### src/rtl/paddle_pos_ctrl.sv
// rtl/paddle_pos_ctrl.sv - N-channel debounced, saturating paddle position controller.
// Optional acceleration (double step after ACCEL_TICKS same-direction ticks) under `PADDLE_ACCEL_EN.
module paddle_pos_ctrl #(
  parameter int NUM_CH      = 2,
  parameter int POS_W       = 12,
  parameter int MIN_POS     = 0,
  parameter int MAX_POS     = 400,
  parameter int INIT_POS    = 200,
  parameter int STEP        = 4,
  parameter int DB_CYCLES   = 16,
  parameter int ACCEL_TICKS = 8
) (
  input  logic                    clk,
  input  logic                    reset,
  input  logic                    tick,
  input  logic [NUM_CH-1:0]       btn_up,
  input  logic [NUM_CH-1:0]       btn_dn,
  output logic [NUM_CH*POS_W-1:0] pos,
  output logic [NUM_CH-1:0]       at_top,
  output logic [NUM_CH-1:0]       at_bot,
  output logic [NUM_CH-1:0]       moving
);

  localparam int DBW = $clog2(DB_CYCLES + 1);
  localparam logic [POS_W:0]   MIN_W  = (POS_W+1)'(MIN_POS);
  localparam logic [POS_W:0]   MAX_W  = (POS_W+1)'(MAX_POS);
  localparam logic [POS_W:0]   STEP_W = (POS_W+1)'(STEP);
  localparam logic [POS_W-1:0] INIT_P = POS_W'(INIT_POS);
  localparam logic [DBW-1:0]   DB_LAST = DBW'(DB_CYCLES - 1);
`ifdef PADDLE_ACCEL_EN
  localparam int AW = $clog2(ACCEL_TICKS + 1);
  localparam logic [POS_W:0] FAST_W = (POS_W+1)'(2 * STEP);
`endif

  if (MAX_POS >= 2**POS_W || INIT_POS < MIN_POS || INIT_POS > MAX_POS ||
      STEP < 1 || DB_CYCLES < 1 || ACCEL_TICKS < 1 || NUM_CH < 1) begin : g_bad_params
    $error("paddle_pos_ctrl: illegal parameter set");
  end

  for (genvar ch = 0; ch < NUM_CH; ch++) begin : g_ch
    logic [1:0]          raw, s1, s2, stable;   // bit 0 = up, bit 1 = down
    logic [1:0][DBW-1:0] cnt;
    logic [POS_W-1:0]    pos_r;
    logic [POS_W:0]      ext, nxt_w, step_w;
    logic                top_r, bot_r, mov_r, up, dn;

    assign raw = {btn_dn[ch], btn_up[ch]};
    assign up  = stable[0] & ~stable[1];
    assign dn  = stable[1] & ~stable[0];
    assign ext = {1'b0, pos_r};

    always_ff @(posedge clk or posedge reset) begin
      if (reset) begin
        s1     <= '0;
        s2     <= '0;
        stable <= '0;
        cnt    <= '0;
      end else begin
        s1 <= raw;
        s2 <= s1;
        for (int b = 0; b < 2; b++) begin
          if (s2[b] != stable[b]) begin
            if (cnt[b] == DB_LAST) begin
              stable[b] <= s2[b];
              cnt[b]    <= '0;
            end else begin
              cnt[b] <= cnt[b] + 1'b1;
            end
          end else begin
            cnt[b] <= '0;
          end
        end
      end
    end

`ifdef PADDLE_ACCEL_EN
    logic [AW-1:0] acc_cnt;
    logic          last_dn;

    // Counter tracks consecutive same-direction ticks; any hold or reversal restarts it.
    always_ff @(posedge clk or posedge reset) begin
      if (reset) begin
        acc_cnt <= '0;
        last_dn <= 1'b0;
      end else if (tick) begin
        if (up | dn) begin
          if (dn != last_dn) begin
            acc_cnt <= '0;
            last_dn <= dn;
          end else if (acc_cnt != AW'(ACCEL_TICKS)) begin
            acc_cnt <= acc_cnt + 1'b1;
          end
        end else begin
          acc_cnt <= '0;
        end
      end
    end

    assign step_w = (acc_cnt == AW'(ACCEL_TICKS)) ? FAST_W : STEP_W;
`else
    assign step_w = STEP_W;
`endif

    // Distances to the limits are taken in POS_W+1 bits so the clamp never wraps.
    always_comb begin
      nxt_w = ext;
      if (up) begin
        if (ext - MIN_W < step_w) nxt_w = MIN_W;
        else                      nxt_w = ext - step_w;
      end else if (dn) begin
        if (MAX_W - ext < step_w) nxt_w = MAX_W;
        else                      nxt_w = ext + step_w;
      end
    end

    always_ff @(posedge clk or posedge reset) begin
      if (reset) begin
        pos_r <= INIT_P;
        top_r <= (INIT_POS == MIN_POS);
        bot_r <= (INIT_POS == MAX_POS);
        mov_r <= 1'b0;
      end else if (tick) begin
        pos_r <= nxt_w[POS_W-1:0];
        top_r <= (nxt_w == MIN_W);
        bot_r <= (nxt_w == MAX_W);
        mov_r <= (nxt_w != ext);
      end else begin
        mov_r <= 1'b0;
      end
    end

    assign pos[ch*POS_W +: POS_W] = pos_r;
    assign at_top[ch] = top_r;
    assign at_bot[ch] = bot_r;
    assign moving[ch] = mov_r;
  end

endmodule
### config.mk
export PLATFORM = sky130hd
export DESIGN_NAME = paddle_pos_ctrl
export DESIGN_NICKNAME = d
export VERILOG_FILES = /design/src/rtl/paddle_pos_ctrl.sv
export SDC_FILE = /design/constraint.sdc
export NUM_CORES = 1
export LEC_CHECK = 0
export ABC_AREA = 1
export BUFFER_PORTS_ARGS = -buffer_cell sky130_fd_sc_hd__buf_2
export CORE_ASPECT_RATIO = 1.25
export CORE_MARGIN = 5
export CORE_UTILIZATION = 65
export CTS_BUF_LIST = sky130_fd_sc_hd__clkbuf_16
export DETAILED_ROUTE_END_ITERATION = 16
export PLACE_DENSITY = 0.94
export SLEW_MARGIN = 20
export SYNTH_ARGS = -nofsm -noshare
export SYNTH_HDL_FRONTEND = slang
export SYNTH_SLANG_ARGS = --single-unit
export TNS_END_PERCENT = 50
### constraint.sdc
create_clock -name clk -period 4.1 [get_ports clk]
set_input_delay 0.615 -clock clk [delete_from_list [all_inputs] [get_ports clk]]
set_output_delay 0.615 -clock clk [all_outputs]
set_load 0.01 [all_outputs]
* After elaboration in Yosys (flattened, before gate mapping)
Index checks and enable logic that the tools add are counted. Widths: inputs -> output; s select.
Storage, ports and cells: bits in registers 62, bits in latches 0, bits in writable memories 0, bits in read-only memories 0, input bits 7, output and inout bits 30, memories 0
Cells by class: add/subtract/negate cells 10, multiply operators 0, divide/modulo/power cells 0, order comparisons 4, equal/unequal tests 12, shift-type cells 0, multiplexer cells 18, bitwise gates (word level) 8, reduce and logical (&&, ||, !) cells 6
Operator list (count):
- $mux 13 | 8
- $mux 5 | 8
- $add 12x3->13 const B | 2
- $eq 13x9->1 const B | 2
- $logic_not 13->1 | 2
- $lt 13x3->1 const B | 2
- $ne 13x12->1 | 2
- $sub 12x3->13 const B | 2
- $sub 9x12->13 const A | 2
- $lt 12x3->1 const B | 2
- $add 5x1->5 const B | 4
- $eq 5x4->1 const B | 4
- $reduce_and 2->1 | 4
- $and 1x1->1 | 4
- $ne 1x1->1 | 4
- $not 1->1 | 4
- $mux 1 | 2

* Depth between registers and ports, before layout
Gate-level depths: netlist of the first run.
depth after elaboration 7, depth in mapped cells 17

* Worst setup path after synthesis of the first run
OpenSTA, ideal clock, no wires.
kind register -> register, from register g_ch[0].pos_r[3], to register g_ch[0].mov_r, arrival time 1879 ps, path slack 2097 ps, cell stages (with the launch flop) 15, path through dfstp_2 > inv_1 > ha_1 > nand2_1 > inv_1 > nand2_1 > nand2_1 > nand2_1 > nand3_2 > nor2_4 > nand3_4 > nand2_2 > nand3_1 > a21oi_1 > a21oi_1
Between the ends: longest elaborated chain between the ends 7
Ends and longest elaborated chain:
- from (decl) | RTL line 43 | logic [POS_W-1:0] pos_r;
- from (signal assigned) | RTL line 123 | pos_r <= nxt_w[POS_W-1:0];
- $sub 9x12->13 | RTL line 111 | if (MAX_W - ext < step_w) nxt_w = MAX_W;
- $lt 13x3->1 | RTL line 111
- $mux 13 | RTL line 111
- $mux 13 | RTL line 110 | end else if (dn) begin
- $mux 13 | RTL line 107 | if (up) begin
- $ne 13x12->1 * | RTL line 126 | mov_r <= (nxt_w != ext);
- $mux 1 * | RTL line 122 | end else if (tick) begin
- to (signal assigned) | RTL line 126
- to (decl) | RTL line 45 | logic top_r, bot_r, mov_r, up, dn;
Every way passes the cells marked *; elsewhere a longest branch is shown, timed or not. A chain may end at the register's enable or synchronous reset.

* Worst setup path after layout of the first run
from register g_ch[0].pos_r[2], to register g_ch[0].mov_r
Same word-level chain as after synthesis.

==> results of run 1 <==
## how the worst max path moves through the flow
stage / start / end / slack (ns) / cells past startpoint
6_report: g_ch[0].pos_r[2] / g_ch[0].mov_r / 1.75 / 14
5_1_grt: g_ch[1].stable[0] / g_ch[1].top_r / 1.52 / 10
4_1_cts: g_ch[0].pos_r[2] / g_ch[0].mov_r / 1.79 / 14
3_5_place_dp: tick / g_ch[0].top_r / 1.68 / 7
3_3_place_gp: tick / g_ch[0].top_r / 1.89 / 7
2_1_floorplan: reset / g_ch[0].bot_r / 1.95 / 1
## metal layers
layer  vias to the layer above  wire (um)  global-route usage, %
met5                         -          0                      0
met4                         0        480                  13.99
met3                        59        790                  5.940
met2                       226       5623                  49.07
met1                      1909       4045                  30.63
li1                       1988          -                      -
## sequential cells by signal, indices dropped and copies added (netlist names)
name	cells
g_ch.stable	4
g_ch.s1	4
g_ch.pos_r	24
g_ch.top_r	2
g_ch.bot_r	2
g_ch.cnt	20
g_ch.mov_r	2
g_ch.s2	4
## cells by family (layout without fill, tap and decap cells)
logic type | count (synthesis) | count (layout) | synth area share (%)
fa+ha+maj | 10 | 10 | 2.857
flops | 62 | 62 | 35.60
buf+inv | 91 | 122 | 9.628
xor+xnor | 22 | 22 | 4.400
compound gates | 81 | 81 | 9.971
mux | 1 | 1 | 0.2571
simple gates | 330 | 330 | 37.29
## layout make-up
| type | instances | area, sq um |
|---|---|---|
| multi-input cells | 444 | 2399 |
| fillers | 477 | 1747 |
| flip-flops and latches | 62 | 1559 |
| inverters | 70 | 276.5 |
| clock buffers | 9 | 225.2 |
| repair buffers | 37 | 187.7 |
| well taps | 87 | 108.9 |
| clock inverters | 6 | 62.56 |
## cell usage after synthesis (all sizes together), types with 4 or more instances
| master | instances |
|---|---|
| nor3 | 8 |
| and3 | 4 |
| nand2 | 143 |
| nand4 | 12 |
| dfrtp | 56 |
| buf | 16 |
| clkbuf | 5 |
| nand3b | 4 |
| a21oi | 23 |
| clkinv | 5 |
| nand3 | 64 |
| xor2 | 19 |
| ha | 10 |
| o21ai | 48 |
| nor2 | 92 |
| dfstp | 6 |
| inv | 65 |
## power by group through the flow
stage | Clock (W) | Sequential (W) | Combinational [W]
detailed placement | 0 | 0.000778 | 0.000553
floorplan | 0 | 0.000745 | 0.000457
CTS | 0.000741 | 0.000768 | 0.000563
global route | 0.000775 | 0.000780 | 0.000636
finish | 0.000739 | 0.000771 | 0.000569
global placement | 0 | 0.000774 | 0.000535
## through the flow
step / setup WS, ns / instances / util (%) / instance area [sq um]
detailed placement: 1.676 / 700 / 69.01 / 4531
global placement: 1.892 / 700 / 69.01 / 4531
CTS: 1.791 / 715 / 73.39 / 4818
finish: 1.751 / 715 / 73.39 / 4818
global route: 1.517 / 715 / 73.39 / 4818
floorplan: 1.954 / 597 / - / 4379
==> impl_metrics.yaml, run 1 <==
floorplanning:
  fp.dieArea_sq_mm: 0.008489
  start_util_pct: 66.70
  fp.dieW_um: 83.42
  num_io_pins: 37
  fp.dieH_um: 101.8
  num_rows: 33
  core_area_sq_mm: 0.006565
routing:
  vias: 4182
  drt-initial-drc-count: 395
  vias_per_cell: 5.849
  dr.pass1.iters: 7
  finalWirelength_um: 10940
  drc: 0
  wl_per_cell_um: 15.30
  antenna_left: 0
power:
  power_frac_comb_pct: 27.4
  clockPowerShare_pct: 35.5
  switchingPower_w: 0.0007453
  p_leak_nw: 2.411
  p_total_w: 0.002079
  power_density_mw_per_mm2: 431.5
  swShare_pct: 35.85
  seqPwrFrac_pct: 37.1
  peakVddDrop_mv: 0.3744
  power.internal_w: 0.001334
yosys:
  yosys.area.top_type_share_pct: 32.00
  yosys_register_bits: 62
  mappedNetlistArea_sq_mm: 0.004379
  yosysSeqAreaShare_pct: 35.60
  synth_nets: 614
  syn_avg_cell_area_sq_um: 7.335
  synth-async-reset-ratio_pct: 100.0
  synth_flop_cell: "dfrtp_1"
  synthTopCellsByArea: "dfrtp_1 32%, nand2_1 11%, nand3_1 6.5%"
  synth.largest_area_cell: "dfrtp_1"
  yosysWarnings: 0
  syn_inst: 597
  synth.distinct_cells: 46
  synth_edf_count: 0
hold_path:
  min_path_cells: 0
  hold_end: "g_ch[1].s2[1]"
  holdCritStartpoint: "g_ch[1].s1[1]"
  hp-class: "reg -> reg"
timing:
  finalSetupTns_ns: 0
  post-route-min-period_ns: 2.349
  setup_violations: 0
  final.period_utilization_pct: 57.29
  fmax_ghz: 0.4258
  hold_viol_final: 0
  skew_ns: 0.005165
  report.final.slew_viol_count: 0
  whs_ns: 0.3455
  rsz0062_at_grt: "false"
  worst_slew_pin_slew_ns: 0.7502
  relSlewSlack_pct: 49.91
outcome:
  run_status: "complete, no violations"
setup_path:
  reg2regPathDepth: 14
  reg2reg_from: "g_ch[0].pos_r[2]"
  crit_chain: "inv_1 -> ha_1 -> nand2_1 -> nand2_1 -> nand3_1 -> nand2_1 -> inv_2 -> nand3_2 -> nor2_4 -> nand3_4 -> nand2_2 -> nand3_1 -> a21oi_1 -> a21oi_1"
  critPathCaptureType: "flop"
  worstSetupStartpointType: "flop"
  path_buf_inv: 2
  cpMostUsedCell: "nand2_1"
  worstReg2RegEnd: "g_ch[0].mov_r"
  worst-setup-path-type: "reg -> reg"
  path_delay_family: "simple AND/OR/NAND/NOR gates"
  required_ns: 4.30
  crit_slowest_cell: "dfrtp_1"
  critPathMaxFanout: 9
  crit_arrival_ns: 2.55
  cpPeakStageDelay_ns: 0.56
  worst-r2r-setup-slack_ns: 1.75
clock_network:
  cts_sinks: 62
  cts_root_buffer: "clkbuf_16"
  cts_tree: "yes"
  cts-hold-fix-buffers: 0
  clockBufferDepth: 2
  cts_setup_buffers: 0
  numCtsBuffers: 9
  h-tree-depth: 3
  clk_pin_slew_ns: 0.06
  cts_resized: 0
  worstSkewPairLatency_ns: 0.33
global_route:
  grt_overflow_total: 0
  grt_pass1_wl_um: 18750
  grt_pass1_vias: 4155
  grt_usage_pct: 27.28
  antenna_found_initial: 0
  grt_max_degree: 37
layout:
  syn2layout_area_growth_pct: 10.03
  diodes: 0
  drive_gt1_share_pct: 19.43
  layout_common_cells: "124 x nand2_1, 74 x nor2_1, 57 x nand3_1, 56 x dfrtp_1, 51 x inv_1"
  final_common_cell: "nand2_1"
  nets: 641
placed_design:
  routabilityCongestion: 0.9814
  post-dp-hpwl_um: 8028
  io_buffer_count: 36
flow_run:
  cap_violations: 0
(Power assumes the default switching activity.)
==> run 2: changes to the inputs <==
--- a/config.mk
+++ b/config.mk
@@ -9,10 +9,10 @@
 export BUFFER_PORTS_ARGS = -buffer_cell sky130_fd_sc_hd__buf_2
 export CORE_ASPECT_RATIO = 1.25
 export CORE_MARGIN = 5
-export CORE_UTILIZATION = 65
+export CORE_UTILIZATION = 61
 export CTS_BUF_LIST = sky130_fd_sc_hd__clkbuf_16
 export DETAILED_ROUTE_END_ITERATION = 16
-export PLACE_DENSITY = 0.94
+export PLACE_DENSITY = 0.89
 export SLEW_MARGIN = 20
 export SYNTH_ARGS = -nofsm -noshare
 export SYNTH_HDL_FRONTEND = slang
==> constraint.sdc (replaced) <==
create_clock -name clk -period 2.2 [get_ports clk]
set_input_delay 0.33 -clock clk [delete_from_list [all_inputs] [get_ports clk]]
set_output_delay 0.33 -clock clk [all_outputs]
set_load 0.01 [all_outputs]
==> run 2 against run 1 <==
  * The flow now finishes with violations (setup timing)
  * Flip-flop and latch count is the same
  * Maximum frequency increased by 5.0%
  * Core utilization down 0.40 points
  * Global-route usage is 1.6 points lower
  * Sequential share of layout area decreased by 1.7 points
  * Register-to-register slack got worse by 1.8 ns
  * Cell area up 5.7%
  * First-iteration DRC count is 30% lower
  * Clock power is 89% higher
  * Via count increased by 0.43%
  * Critical path type unchanged
  * Critical endpoint is now g_ch[1].top_r
  * Largest cell class unchanged
  * Largest power group is now clock
==> impl_metrics.yaml, run 2 (synthesis results as in run 1) <==
outcome:
  run_status: "finished with violations"
  violations: "setup timing"
global_route:
  grt_usage_pct: 25.68
  grt_pass1_wl_um: 18770
  grt_max_degree: 44
  grt_pass1_vias: 4087
  antenna_found_initial: 0
  grt_overflow_total: 0
timing:
  relSlewSlack_pct: 71.38
  post-route-min-period_ns: 2.237
  skew_ns: 0.01074
  hold_viol_final: 0
  report.final.slew_viol_count: 0
  fin_ws_ns: -0.03686
  worst_slew_pin_slew_ns: 0.4287
  final.period_utilization_pct: 101.7
  whs_ns: 0.005584
  fmax_ghz: 0.4471
  rsz0062_at_grt: "true"
  setup_violations: 1
setup_path:
  crit_arrival_ns: 2.50
  cp-startpoint: "g_ch[1].pos_r[3]"
  worst-r2r-setup-slack_ns: -0.04
  critPathMaxFanout: 6
  worstSetupStartpointType: "flop"
  worst-setup-path-type: "reg -> reg"
  worstReg2RegEnd: "g_ch[1].top_r"
  required_ns: 2.46
  reg2reg_from: "g_ch[1].pos_r[3]"
  critPathCaptureType: "flop"
  reg2regPathDepth: 11
floorplanning:
  start_util_pct: 62.77
  num_io_pins: 37
  num_rows: 34
  fp.dieH_um: 104.7
  fp.dieArea_sq_mm: 0.008984
  core_area_sq_mm: 0.006977
  fp.dieW_um: 85.79
clock_network:
  worstSkewPairLatency_ns: 0.33
  cts-hold-fix-buffers: 0
  cts_sinks: 62
  h-tree-depth: 3
  clockBufferDepth: 2
  numCtsBuffers: 9
  cts_root_buffer: "clkbuf_16"
  clk_pin_slew_ns: 0.06
  cts_tree: "yes"
layout:
  multi_input_area_sq_mm: 0.002479
  fin_util_pct: 72.99
  top_register: "g_ch.pos_r"
  fillCellCount: 525
  nets: 663
  syn2layout_area_growth_pct: 16.29
  regArea_sq_mm: 0.001560
  drive_gt1_share_pct: 25.19
  largest_register_ffs: 24
  final_common_cell: "nand2_1"
  layout_common_cells: "120 x nand2_1, 69 x nor2_1, 55 x dfrtp_1, 54 x nand3_1, 50 x inv_1"
  diodes: 0
  top_regs: "g_ch.pos_r: 24 flops, g_ch.cnt: 20 flops"
placed_design:
  routabilityCongestion: 0.9584
  io_buffer_count: 36
  post-dp-hpwl_um: 8162
  preCtsSetupSlack_ns: -0.08754
routing:
  drt-initial-drc-count: 276
  wl_per_cell_um: 14.92
  dr.pass1.iters: 5
  vias_per_cell: 5.668
  finalWirelength_um: 11060
  vias: 4200
  antenna_left: 0
  drc: 0
flow_run:
  cap_violations: 0
power:
  power_density_mw_per_mm2: 788.9
  p_total_w: 0.004018
  peakVddDrop_mv: 0.6998
  p_leak_nw: 2.525
hold_path:
  hp-class: "in -> async"
==> run 2: how the worst max path moves through the flow <==
stage	slack, ns	endpoint
global placement	-0.06	g_ch[1].bot_r
global route	-0.14	g_ch[1].top_r
detailed placement	-0.09	g_ch[1].bot_r
finish	-0.04	g_ch[1].top_r
CTS	0.004	g_ch[1].mov_r
floorplan	0.20	g_ch[0].mov_r
==> run 2: per-layer routing <==
| metal | vias up | track usage [%] | part of all wire, % |
|---|---|---|---|
| li1 | 2026 | - | - |
| met1 | 1964 | 29.79 | 38 |
| met2 | 168 | 45.72 | 52 |
| met3 | 42 | 4.409 | 6.0 |
| met4 | 0 | 11.31 | 4.1 |
| met5 | - | 0 | 0 |
==> run 2: report_power, final <==
group | internal, W | switching [W]
Combinational | 0.000446 | 0.000784
Clock | 0.000877 | 0.000521
Sequential | 0.00125 | 0.000136
Total | 0.00258 | 0.00144
==> run 2: final cells by class <==
cell class              count  area share, %
multi-input cells         444          48.67
flip-flops and latches     62          30.64
repair buffers             59          7.174
inverters                  70          5.430
clock buffers               9          4.423
well taps                  90          2.211
clock inverters             7          1.450
==> run 2: worst max-delay path, cell delays in order (launching register included) <==
cell,delay (ns)
dfstp_2,0.59
nand3_2,0.12
nor2_4,0.14
nand4_1,0.16
or2_1,0.31
o211ai_1,0.24
nand2_1,0.13
nor2_2,0.13
nand2_1,0.07
nor2_2,0.16
nand2_1,0.07
nand2_1,0.05
==> run 2: per-stage QoR <==
| stage | setup TNS, ns | instance area, sq um | std cells |
|---|---|---|---|
| 3_3_place_gp | -0.08318 | 4674 | 720 |
| 6_report | -0.03686 | 5092 | 741 |
| 4_1_cts | 0 | 4979 | 736 |
| 3_5_place_dp | -0.1425 | 4674 | 720 |
| 5_1_grt | -0.5061 | 5092 | 741 |
| 2_1_floorplan | 0 | 4379 | 597 |
==> run 2: what timing repair did <==
| action | CTS | global route |
|---|---|---|
| pin swaps | 0 | 10 |
| setup buffers | 0 | 5 |
| resized for setup | 2 | 22 |
| endpoints found under the setup margin | 3 | 7 |
